<file path="src/rtl/mul_arbiter.sv">
// Round-robin arbiter/sequencer sharing one en/ack multiplier among NUM_REQ requesters.
// Optional WAIT-state timeout abort is built when MUL_ARB_TIMEOUT_EN is defined.
module mul_arbiter #(
    parameter int unsigned NUM_REQ = 4,
    parameter int unsigned DW      = 8,
    parameter int unsigned TIMEOUT = 15
) (
    input  logic                  clk,
    input  logic                  rst,
    input  logic [NUM_REQ-1:0]    req,
    input  logic [NUM_REQ*DW-1:0] req_a,
    input  logic [NUM_REQ*DW-1:0] req_b,
    output logic [NUM_REQ-1:0]    gnt,
    output logic [NUM_REQ-1:0]    done,
    output logic [2*DW-1:0]       result,
    output logic                  err,
    output logic                  mul_en,
    output logic [DW-1:0]         mul_a,
    output logic [DW-1:0]         mul_b,
    input  logic                  mul_ack,
    input  logic [2*DW-1:0]       mul_out
);

    localparam int unsigned IW = (NUM_REQ > 1) ? $clog2(NUM_REQ) : 1;
    localparam logic [NUM_REQ-1:0] ONE_HOT0 = NUM_REQ'(1);

    typedef enum logic [1:0] {StIdle, StIssue, StWait, StDone} state_e;

    state_e        state;
    logic [IW-1:0] ptr;
    logic [IW-1:0] owner;
    logic [IW-1:0] win;
    logic          win_valid;
    logic [IW-1:0] ptr_next;

    // First set request bit searching upward from ptr, wrapping at NUM_REQ.
    always_comb begin
        win       = ptr;
        win_valid = 1'b0;
        for (int unsigned k = 0; k < NUM_REQ; k++) begin
            int unsigned idx;
            idx = (int'(ptr) + k) % NUM_REQ;
            if (!win_valid && req[idx]) begin
                win_valid = 1'b1;
                win       = IW'(idx);
            end
        end
    end

    assign ptr_next = (owner == IW'(NUM_REQ - 1)) ? '0 : owner + 1'b1;

`ifdef MUL_ARB_TIMEOUT_EN
    localparam int unsigned CW = $clog2(TIMEOUT + 1);
    logic [CW-1:0] cnt;
`else
    logic [31:0] unused_timeout;
    assign unused_timeout = TIMEOUT;
    assign err = 1'b0;
`endif

    always_ff @(posedge clk) begin
        if (rst) begin
            state  <= StIdle;
            ptr    <= '0;
            owner  <= '0;
            gnt    <= '0;
            done   <= '0;
            result <= '0;
            mul_en <= 1'b0;
            mul_a  <= '0;
            mul_b  <= '0;
`ifdef MUL_ARB_TIMEOUT_EN
            cnt    <= '0;
            err    <= 1'b0;
`endif
        end else begin
            unique case (state)
                StIdle: begin
                    if (win_valid) begin
                        owner  <= win;
                        gnt    <= ONE_HOT0 << win;
                        mul_en <= 1'b1;
                        mul_a  <= req_a[int'(win)*DW +: DW];
                        mul_b  <= req_b[int'(win)*DW +: DW];
                        state  <= StIssue;
                    end
                end
                StIssue: begin
                    mul_en <= 1'b0;
`ifdef MUL_ARB_TIMEOUT_EN
                    cnt    <= '0;
`endif
                    state  <= StWait;
                end
                StWait: begin
                    if (mul_ack) begin
                        result <= mul_out;
                        done   <= ONE_HOT0 << owner;
                        state  <= StDone;
                    end
`ifdef MUL_ARB_TIMEOUT_EN
                    // Abort on the TIMEOUT-th WAIT cycle without an ack.
                    else if (cnt == CW'(TIMEOUT - 1)) begin
                        result <= '0;
                        done   <= ONE_HOT0 << owner;
                        err    <= 1'b1;
                        state  <= StDone;
                    end else begin
                        cnt <= cnt + 1'b1;
                    end
`endif
                end
                StDone: begin
                    done  <= '0;
                    gnt   <= '0;
`ifdef MUL_ARB_TIMEOUT_EN
                    err   <= 1'b0;
`endif
                    ptr   <= ptr_next;
                    state <= StIdle;
                end
                default: state <= StIdle;
            endcase
        end
    end

endmodule

</file>
<file path="config.mk">
export PLATFORM = sky130hd
export DESIGN_NAME = mul_arbiter
export DESIGN_NICKNAME = d
export VERILOG_FILES = /design/src/rtl/mul_arbiter.sv
export SDC_FILE = /design/constraint.sdc
export NUM_CORES = 1
export LEC_CHECK = 0
export CAP_MARGIN = 20
export CELL_PAD_IN_SITES_DETAIL_PLACEMENT = 0
export CELL_PAD_IN_SITES_GLOBAL_PLACEMENT = 2
export CORE_ASPECT_RATIO = 0.6
export CORE_MARGIN = 2
export CORE_UTILIZATION = 23
export DETAILED_ROUTE_END_ITERATION = 7
export PLACE_DENSITY_LB_ADDON = 0.1
export SYNTH_ARGS = -nofsm -noshare
export SYNTH_HDL_FRONTEND = slang
export SYNTH_SLANG_ARGS = --single-unit
</file>
<file path="constraint.sdc">
create_clock -name clk -period 2.55 [get_ports clk]
set_input_delay 0.765 -clock clk [delete_from_list [all_inputs] [get_ports clk]]
set_output_delay 0.765 -clock clk [all_outputs]
set_load 0.01 [all_outputs]
</file>
### Word-level counts from Yosys, hierarchy flattened

Index checks and enable logic that the tools add are counted.

* bits in registers: 47
* bits in latches: 0
* RAM bits: 0
* bits in read-only memories: 0
* input bits: 87
* output and inout port bits: 42
* memories kept: 0

* $add $sub $neg: 4
* $mul: 0
* divide/modulo/power cells: 0
* magnitude comparators: 4
* equal/unequal tests: 6
* shift operators: 4
* mux-type cells: 25
* bitwise logic cells: 0
* reductions and logical operators: 16

Operator list (number)
* 32-bit by 6-bit indexed part select with 8-bit output: 2
* 4-bit case mux with 2 select lines: 2
* 2-bit by 3-bit < comparator with 1-bit output (second input constant): 4
* 2-bit 2-to-1 mux: 6
* 2-bit AND reduction: 6
* 1-bit 2-to-1 mux: 9
* 1-bit binary-select mux with 2-bit select: 4
* 4-bit 2-to-1 mux: 2
* 2-bit case mux with 4 select lines: 1
* 1-bit by 2-bit left shift with 4-bit output (first input constant): 2
* 2-bit equality test (second input constant): 3
* 2-bit nonzero test: 3
* 2-bit by 1-bit adder with 2-bit output (second input constant): 2
* 2-bit adder (second input constant): 2
* 2-bit != test (second input constant): 2
* 1-bit logical AND: 3
* 1-bit zero test: 3
* 2-bit by 1-bit equality test with 1-bit output (second input constant): 1
* 2-bit zero test: 1
* 1-bit case mux with 2 select lines: 1

### Logic depth before layout (Yosys ltp)

Gate-level depths: netlist of the first run.

* depth after elaboration: 15
* depth in mapped cells: 8
* gate-level depth less buffers: 7

### Worst setup path before layout of the first run

Ideal clock, no wire load.

* kind: input port to flip-flop
* start: input req[2]
* end: register mul_a[5]
* arrival: 2.045 ns
* required time: 2.469 ns
* slack: 0.424 ns
* stages: 7
* path through: buf_6 nor2b_1 or4b_4 o311ai_4 buf_12 a221oi_2 a211oi_2

* word-level cells in the longest chain between the ends: 13

RTL lines
* from (decl): line 10 `input logic [NUM_REQ-1:0] req,`
* 1-bit binary-select mux with 2-bit select: line 43 `if (!win_valid && req[idx]) begin`
* 1-bit 2-to-1 mux (not written as such): line 43
* 1-bit 2-to-1 mux: line 43
* 1-bit zero test: line 43
* 1-bit logical AND: line 43
* 1-bit 2-to-1 mux: line 43
* 1-bit zero test: line 43
* 1-bit logical AND: line 43
* 1-bit 2-to-1 mux: line 43
* 1-bit zero test: line 43
* 1-bit logical AND: line 43
* 2-bit 2-to-1 mux or 1-bit 2-to-1 mux (tied branches): line 43
* 32-bit by 6-bit indexed part select with 8-bit output or 2-bit AND reduction (tied branches)
* to (signal assigned): line 83 `mul_a <= req_a[int'(win)*DW +: DW];`
* to (decl): line 18 `output logic [DW-1:0] mul_a,`

Several ways; a longest one is shown, not always the timed one. The select of a mux whose other input is x is not followed.
A chain may end at the register's enable or synchronous reset.

### Worst setup path after layout of the first run

* start: input req[3]
* end: register mul_b[4]

* word-level cells in the longest chain between the ends: 13

RTL lines
* 1-bit binary-select mux with 2-bit select: line 43
* 1-bit 2-to-1 mux (not written as such): line 43
* 1-bit 2-to-1 mux: line 43
* 1-bit zero test: line 43
* 1-bit logical AND: line 43
* 1-bit 2-to-1 mux: line 43
* 1-bit zero test: line 43
* 1-bit logical AND: line 43
* 1-bit 2-to-1 mux: line 43
* 1-bit zero test: line 43
* 1-bit logical AND: line 43
* 2-bit 2-to-1 mux or 1-bit 2-to-1 mux (tied branches): line 43
* 32-bit by 6-bit indexed part select with 8-bit output or 2-bit AND reduction (tied branches)
* to (signal assigned): line 84 `mul_b <= req_b[int'(win)*DW +: DW];`
* to (decl): line 19 `output logic [DW-1:0] mul_b,`

Several ways; a longest one is shown, not always the timed one. The select of a mux whose other input is x is not followed.

==> results of run 1 <==
==> cells in the mapped netlist (all sizes together), types with 2 or more instances <==
cell type / instances / area (µm²)
a21oi: 29 / 145
nand2: 39 / 146
clkbuf: 10 / 37.5
nor2b: 8 / 52.6
inv: 5 / 18.8
and4: 14 / 123
o21ai: 20 / 100
ha: 9 / 113
a221oi: 16 / 196
nor2: 41 / 154
a21o: 2 / 15.0
nand2b: 5 / 31.3
nor3: 3 / 15.0
o22ai: 2 / 12.5
buf: 21 / 130
a21boi: 2 / 22.5
a211oi: 17 / 173
or4b: 2 / 23.8
o31ai: 2 / 15.0
a22oi: 5 / 37.5
nand4: 3 / 18.8
o31a: 14 / 123
mux2i: 2 / 20.0
dfxtp: 47 / 941
==> cell families after synthesis <==
logic type                 count (synthesis)  synth area share
muxes                                      2           0.00705
DFF                                       47             0.332
AOI/OAI and AO/OA                        119             0.339
buffers and inverters                     36            0.0657
other                                      1           0.00132
and+or+nand+nor                          122             0.216
adders and majority gates                  9            0.0397
==> through the flow <==
step / instances / hold slack [ps] / worst slack [ps] / power, mW
finish: 646 / 453 / 94.9 / 3.61
global route: 646 / 469 / 7.14 / 3.87
CTS: 646 / 457 / 98.4 / 3.67
detailed placement: 638 / 447 / -211 / 2.86
global placement: 638 / 442 / -241 / 2.85
floorplan: 336 / 469 / 424 / 1.96
==> state kept, by name (all words and copies together), names as in the netlist <==
register and count:
result 16, mul_a 8, mul_b 8, done 4, gnt 4, owner 2
ptr 2, state 2, mul_en 1
==> routing by layer <==
layer,global-route usage,part of all wire,vias up
li1,-,-,1530
met1,0.253,0.54,1410
met2,0.238,0.40,72
met3,0.0360,0.049,4
met4,0.0240,0.0041,0
met5,0,0,-
==> power by group through the flow <==
stage / Clock, mW / Combinational [mW] / Sequential [mW]
2_1_floorplan: 0 / 0.870 / 1.09
3_3_place_gp: 0 / 1.80 / 1.05
3_5_place_dp: 0 / 1.81 / 1.05
4_1_cts: 0.814 / 1.82 / 1.04
5_1_grt: 0.841 / 1.97 / 1.06
6_report: 0.781 / 1.79 / 1.03
==> path summary, 6_finish.rpt <==
check             start    endpoint  slack [ps]
min reg2reg  result[10]  result[10]         450
max reg2reg      ptr[0]    mul_b[4]         520
min          result[10]  result[10]         450
max              req[3]    mul_b[4]          90
==> final cells by class <==
| cell class | count | area, µm² | share of cell area |
|---|---|---|---|
| multi-input combinational | 253 | 1710 | 0.358 |
| tap | 165 | 206 | 0.0433 |
| inverter | 5 | 18.8 | 0.00393 |
| sequential | 47 | 941 | 0.197 |
| clock buffer | 5 | 125 | 0.0262 |
| timing repair buffer | 168 | 1720 | 0.361 |
| clock inverter | 3 | 46.3 | 0.00970 |
==> worst min-delay path: stages, from the launching register on <==
cell     delay, ps
dfxtp_1        310
nand2_1         50
a21oi_1         50
==> metrics, run 1 <==
Worst Path Buf+Inv 3; grt ovf 0; maximum vdd drop 0.000589 V; vias 3016; WHS Path Cells 2; Arrival @ worst endpoint 2630 ps; area delta synth->final 68.2%; R2R depth 7; total core area 0.0121 mm²; root buffer cell clkbuf_16; Post-Route WL 10800 µm; Die Ht 90.0 µm; number of synthesized register bits 47; PwrDens 756 mW/mm²; Clock transition at path regs 70 ps; drt drc 0; Maximum Capacitance Violations 0; Top FF cell, synth dfxtp_1; diode count 0; leakage 1.72 nW; DR pass1 iterations 4; period utilization 0.963; syn nets 432; I/O Buffers 127; final setup fails 0; # rows 31; Final ANT Viol Nets 0; total I/O pin count 129; Resize count post-CTS 0; CP Launch Type input pin; sequential area share after synthesis 0.332; antenna violations before repair 0; Chip Width 147 µm; yosys synthesis warning count 0; Slowest-stage cell, CP clkdlybuf4s50_1; CTS tree yes; Netlist cell types 51; final layout net count 576; Setup Buffers After CTS 0; cts hold-fix bufs 0; CP Class input pin to flip-flop; Util after Layout 0.396; clk_skew 9.36 ps; Via density 4.67; final HPWL from detailed placement 8170 µm; number of global-route vias before repair 3072; Clk Latency, worst-skew pair 290 ps; Final Hold Fails 0; WP data required 2730 ps; CP max FO 14; crit path time final 2460 ps; internal power 2.30 mW; Worst Hold Class flip-flop to flip-flop; commonest cells after routing, fill and taps aside 126 x clkdlybuf4s50_1, 47 x dfxtp_1, 41 x nor2_1; Fill cells 1210; Die ar. 0.0133 mm²; wire per inst 16.8 µm; Post-Route Setup TNS 0 ps; syn_area_per_cell 8.45 µm²; design area 0.00477 mm²; first-pass GRT wire length 17300 µm; relative slew slack 0.584; DP Area 0.00460 mm²; status completed; Clock power frac 0.216; Final Wtd Congestion 0.768; max-slew violation count 0; layout cell share with drive strength beyond 1 0.158; gr usage total 0.165; largest net degree at the start of global routing 30; H-tree depth 2; CP cell instances clkdlybuf4s50_1 -> buf_4 -> nand2b_1 -> a21bo_2 -> buf_12 -> and4_1 -> o21ai_0 -> a211oi_1; cells after synthesis 336; Least-Margin Pin Slew 624 ps; DRT iter0 DRCs 141; CP delay by family, top buffers and inverters; Post-Syn Area 0.00284 mm²; Clock Sinks 47; Crit path depth 8; critical path's largest stage delay 530 ps; part of the power in registers 0.287; Max Freq 0.407 GHz; combinational fraction of design power 0.497; RSZ-0062 raised after global routing no; Post-synth EDFFs 0; commonest non-fill, non-tap cell in the layout clkdlybuf4s50_1; Switching Share 0.364; total CTS buffers 5; Starting Density 0.235; Worst setup EP type flip-flop; clk buf depth 2; async set-or-reset flop fraction in the synthesized netlist 0; Net Switching 1.31 mW
Note: power is estimated with default switching activity, not from simulation.
==> inputs of run 2 (changes only) <==
Settings changed: SETUP_SLACK_MARGIN set to 0.4.
==> metrics, run 2 (same netlist as run 1, synthesis figures left out) <==
I/O Buffers 127 (unchanged); Worst setup EP type flip-flop (unchanged); Final Wtd Congestion 0.768 (unchanged); max-slew violation count 0 (unchanged); gr usage total 0.167 (was 0.165); crit path time final 2100 ps (was 2460 ps); Least-Margin Pin Slew 634 ps (was 624 ps); final setup fails 0 (unchanged); H-tree depth 2 (unchanged); Fill cells 1199 (was 1210); vias 3061 (was 3016); PwrDens 751 mW/mm² (was 756 mW/mm²); grt ovf 0 (unchanged); Clock Sinks 47 (unchanged); R2R Setup Slk 570 ps (was 520 ps); DP Area 0.00460 mm² (unchanged); CP Class input pin to flip-flop (unchanged); CTS tree yes (unchanged); Worst Path Buf+Inv 3 (unchanged); Util after Layout 0.406 (was 0.396); Chip Width 147 µm (unchanged); CP cell instances clkdlybuf4s15_2 -> nor2b_2 -> or4b_4 -> o311ai_4 -> buf_12 -> buf_12 -> a221oi_2 -> a211oi_2 (was clkdlybuf4s50_1 -> buf_4 -> nand2b_1 -> a21bo_2 -> buf_12 -> and4_1 -> o21ai_0 -> a211oi_1); area delta synth->final 72.5% (was 68.2%); Clk Latency, worst-skew pair 290 ps (about the same); Max Freq 0.477 GHz (was 0.407 GHz); Hold Path End result[10] (unchanged); period utilization 0.822 (was 0.963); total CTS buffers 5 (unchanged); clk_skew 7.66 ps (was 9.36 ps); wire per inst 17.0 µm (was 16.8 µm); root buffer cell clkbuf_16 (unchanged); Via density 4.71 (was 4.67); Biggest register result (unchanged); Post-Route WL 11000 µm (was 10800 µm); DRT iter0 DRCs 140 (was 141); maximum vdd drop 0.000613 V (was 0.000589 V); status completed (unchanged); number of global-route vias before repair 3111 (was 3072); Slowest-stage cell, CP or4b_4 (was clkdlybuf4s50_1); final HPWL from detailed placement 8170 µm (unchanged); final layout net count 580 (was 576); WHS Path Cells 2 (unchanged); largest net degree at the start of global routing 30 (unchanged); max reg flops 16 (unchanged); Clock transition at path regs 70 ps (about the same); antenna violations before repair 0 (unchanged); first-pass GRT wire length 17500 µm (was 17300 µm); DR pass1 iterations 4 (unchanged); total core area 0.0121 mm² (unchanged); WP data required 2770 ps (was 2730 ps); relative slew slack 0.577 (was 0.584); R2R depth 6 (was 7); leakage 1.78 nW (was 1.72 nW); Post-Route Setup TNS 0 ps (unchanged); Maximum Capacitance Violations 0 (unchanged); layout cell share with drive strength beyond 1 0.204 (was 0.158); # rows 31 (unchanged); CP delay by family, top simple AND/OR/NAND/NOR gates (was buffers and inverters); Die ar. 0.0133 mm² (unchanged); design area 0.00490 mm² (was 0.00477 mm²); Final ANT Viol Nets 0 (unchanged); CP Launch Type input pin (unchanged); CP max FO 8 (was 14); clk buf depth 2 (unchanged); commonest non-fill, non-tap cell in the layout clkdlybuf4s50_1 (unchanged); Die Ht 90.0 µm (unchanged); Final Non-Filler Cells 650 (was 646); diode count 0 (unchanged); Arrival @ worst endpoint 2310 ps (was 2630 ps); Top Registers result (16), mul_a (8), mul_b (8) (unchanged); drt drc 0 (unchanged); critical path's largest stage delay 500 ps (was 530 ps); Starting Density 0.235 (unchanged); R2R Path End mul_b[5] (was mul_b[4]); Final Hold Fails 0 (unchanged); Cells after DPL 638 (unchanged); Critical Path Most Common Cell buf_12; RSZ-0062 raised after global routing no (unchanged); overall power 3.68 mW (was 3.61 mW); total I/O pin count 129 (unchanged); RR Startpoint ptr[1] (was ptr[0]); worst hold start result[10] (unchanged); Worst Hold Class flip-flop to flip-flop (unchanged); commonest cells after routing, fill and taps aside 122 x clkdlybuf4s50_1, 46 x dfxtp_1, 39 x nand2_1, 39 x nor2_1 (was 126 x clkdlybuf4s50_1, 47 x dfxtp_1, 41 x nor2_1)
-- run 2: changes by cell type in the layout (fill, tap and decap cells not counted), sizes merged --
cell	change
buf	+5
clkdlybuf4s15	+1
clkbuf	+1
clkdlybuf4s50	-4
dlygate4sd2	+1
-- run 2: per-layer routing --
layer / share of wire / GRT usage / up-vias
met3: 0.039 / 0.0360 / 5
met5: 0 / 0 / -
li1: - / - / 1545
met1: 0.55 / 0.254 / 1450
met2: 0.41 / 0.243 / 61
met4: 0.0042 / 0.0248 / 0
-- run 2: area by class of cell --
type,count,area [µm²],share of cell area
Clock inverter,3,46.3,0.00946
Sequential cell,47,942,0.192
Multi-Input combinational cell,253,1790,0.366
Clock buffer,5,125,0.0256
Tap cell,165,206,0.0422
Timing Repair Buffer,172,1770,0.361
Inverter,5,18.8,0.00383
-- run 2: tightest hold or removal path, delay by kind of cell (launching register included) --
family	cells	cell delay, ps
flip-flops	1	310
AO/OA/AOI/OAI	1	50
AND/OR/NAND/NOR	1	50
-- run 2: power breakdown --
group | switching, mW | internal (mW)
Combinational | 0.908 | 0.951
Clock | 0.311 | 0.467
Sequential | 0.126 | 0.914
Total | 1.34 | 2.33
-- run 2: repair_timing --
action                     in CTS  in global routing
buffers inserted                1                  2
pin swaps                       6                  4
gates cloned                    1                  0
hold buffers                    0                  0
setup endpoints to repair      25                 22
resized for setup              21                 15
-- run 2: worst max-delay path by stage --
stage	start	endpoint	slack [ps]	cells after the start
2_1_floorplan	req[2]	mul_a[5]	420	7
3_3_place_gp	req[3]	mul_b[4]	-240	8
3_5_place_dp	req[0]	mul_b[4]	-210	8
4_1_cts	req[2]	mul_a[0]	400	8
5_1_grt	req[1]	gnt[3]	400	7
6_report	req[2]	mul_a[0]	450	8
-- run 2: per-stage QoR --
stage	worst slack (ps)	hold WS (ps)
2_1_floorplan	424	469
3_3_place_gp	-241	442
3_5_place_dp	-211	447
4_1_cts	403	457
5_1_grt	403	469
6_report	453	453
==> inputs of run 3 (changes only) <==
Settings changed: CORE_UTILIZATION 23 to 21.
Clock period 2.55 ns to 1.82 ns, I/O delays scaled along.
==> metrics, run 3 (same netlist as run 1, synthesis figures left out) <==
status completed (unchanged); WP data required 2040 ps (was 2770 ps); area of the multi-input gates 0.00201 mm² (was 0.00179 mm²); register area 977 µm² (was 942 µm²); Cells after DPL 650 (was 638); total core area 0.0130 mm² (was 0.0121 mm²); H-tree depth 2 (unchanged); max reg flops 16 (unchanged); commonest cells after routing, fill and taps aside 80 x clkdlybuf4s50_1, 42 x buf_4, 38 x nor2_1 (was 122 x clkdlybuf4s50_1, 46 x dfxtp_1, 39 x nand2_1, 39 x nor2_1); total I/O pin count 129 (unchanged); clk buf depth 2 (unchanged); wire per inst 18.3 µm (was 17.0 µm); RSZ-0062 raised after global routing yes (was no); Chip Width 154 µm (was 147 µm); design area 0.00536 mm² (was 0.00490 mm²); grt ovf 0 (unchanged); CP cell instances buf_8 -> nor2b_4 -> or4b_4 -> o311ai_4 -> buf_12 -> buf_12 -> a221oi_2 -> a211oi_2 (was clkdlybuf4s15_2 -> nor2b_2 -> or4b_4 -> o311ai_4 -> buf_12 -> buf_12 -> a221oi_2 -> a211oi_2); number of global-route vias before repair 3222 (was 3111); drt drc 0 (unchanged); Setup WS pre-CTS -766 ps (was -211 ps); final layout net count 606 (was 580); Post-Route WL 12500 µm (was 11000 µm); Maximum Capacitance Violations 0 (unchanged); gr usage total 0.175 (was 0.167); period utilization 0.959; max-slew violation count 0 (unchanged); Final WS setup 74.3 ps (was 453 ps); first-pass GRT wire length 19200 µm (was 17500 µm); Arrival @ worst endpoint 1960 ps (was 2310 ps); Die ar. 0.0145 mm² (was 0.0133 mm²); Biggest register result (unchanged); Worst Path Buf+Inv 3 (unchanged); commonest non-fill, non-tap cell in the layout clkdlybuf4s50_1 (unchanged); Top Registers result (16), mul_a (8), mul_b (8) (unchanged); maximum vdd drop 0.000592 V (was 0.000613 V); vias 3239 (was 3061); Via density 4.76 (was 4.71); layout cell share with drive strength beyond 1 0.442 (was 0.204); Fill cells 1325 (was 1199); Post-Route Setup TNS 0 ps (unchanged); Final Hold Fails 0 (unchanged); Clk Latency, worst-skew pair 300 ps (was 290 ps); Clock transition at path regs 70 ps (about the same); Starting Density 0.218 (was 0.235); Die Ht 94.0 µm (was 90.0 µm); final HPWL from detailed placement 8410 µm (was 8170 µm); antenna violations before repair 0 (unchanged); CP delay by family, top simple AND/OR/NAND/NOR gates (unchanged); Final Wtd Congestion 0.795 (was 0.768); Final ANT Viol Nets 0 (unchanged); # rows 32 (was 31); diode count 0 (unchanged); clk_skew 8.54 ps (was 7.66 ps); CP Class input pin to flip-flop (unchanged); root buffer cell clkbuf_16 (unchanged); PwrDens 1110 mW/mm² (was 751 mW/mm²); largest net degree at the start of global routing 34 (was 30); critical path's largest stage delay 540 ps (was 500 ps); cts hold-fix bufs 0 (unchanged); I/O Buffers 127 (unchanged); final setup fails 0 (unchanged); CP max FO 8 (unchanged); Worst Hold Class flip-flop to flip-flop (unchanged); CP Launch Type input pin (unchanged); DRT iter0 DRCs 126 (was 140); Slowest-stage cell, CP or4b_4 (unchanged); Critical Path Most Common Cell buf_12 (unchanged); DR pass1 iterations 4 (unchanged); Max Freq 0.573 GHz; total CTS buffers 5 (unchanged); area delta synth->final 88.8% (was 72.5%); Worst setup EP type flip-flop (unchanged); DP Area 0.00464 mm² (was 0.00460 mm²); crit path time final 1750 ps; Final Non-Filler Cells 681 (was 650); leakage 2.09 nW (was 1.78 nW); CTS tree yes (unchanged); Clock Sinks 47 (unchanged)
==> run 3: through the flow <==
step / power, mW / utilization / hold slack, ps
floorplan: 2.76 / - / 469
detailed placement: 4.05 / 0.357 / 449
global placement: 4.04 / 0.357 / 442
CTS: 5.78 / 0.406 / 460
global route: 6.31 / 0.412 / 471
finish: 5.94 / 0.412 / 451
==> run 3: cell type report <==
class	count	area share
well taps	170	0.0397
inverters	5	0.00350
multi-input cells	254	0.376
clock buffers	5	0.0234
repair buffers	197	0.367
clock inverters	3	0.00817
flip-flops and latches	47	0.182
==> run 3: tightest hold or removal path, delay by kind of cell, from the launching register on <==
kind / cells / cell delay [ps]
compound gates: 1 / 50
flops: 1 / 320
simple gates: 1 / 50
==> run 3: final timing paths <==
| kind | cells past startpoint | from | end | slack (ps) |
|---|---|---|---|---|
| worst max register to register | 7 | ptr[0] | mul_a[0] | 90 |
| worst max-delay path | 8 | req[2] | mul_a[0] | 70 |
| worst min register to register | 2 | result[10] | result[10] | 450 |
| worst min-delay path | 2 | result[10] | result[10] | 450 |
==> run 3: where the power goes <==
part / switching, mW / internal, mW
clock: 0.465 / 0.650
combinational: 1.58 / 1.77
sequential: 0.165 / 1.31
==> run 3: timing repair <==
item | 4_1_cts | 5_1_grt
resized for setup | 229 | 63
cloned | 6 | 0
buffers inserted | 8 | 9
hold endpoints to repair | 0 | 0
pin swaps | 21 | 17
setup endpoints to repair | 82 | 75
==> run 3: per-layer routing <==
metal | global-route usage | share of wire | vias up
met4 | 0.0280 | 0.0059 | 0
met2 | 0.251 | 0.40 | 98
met1 | 0.270 | 0.54 | 1539
met3 | 0.0327 | 0.050 | 7
li1 | - | - | 1595
met5 | 0 | 0 | -
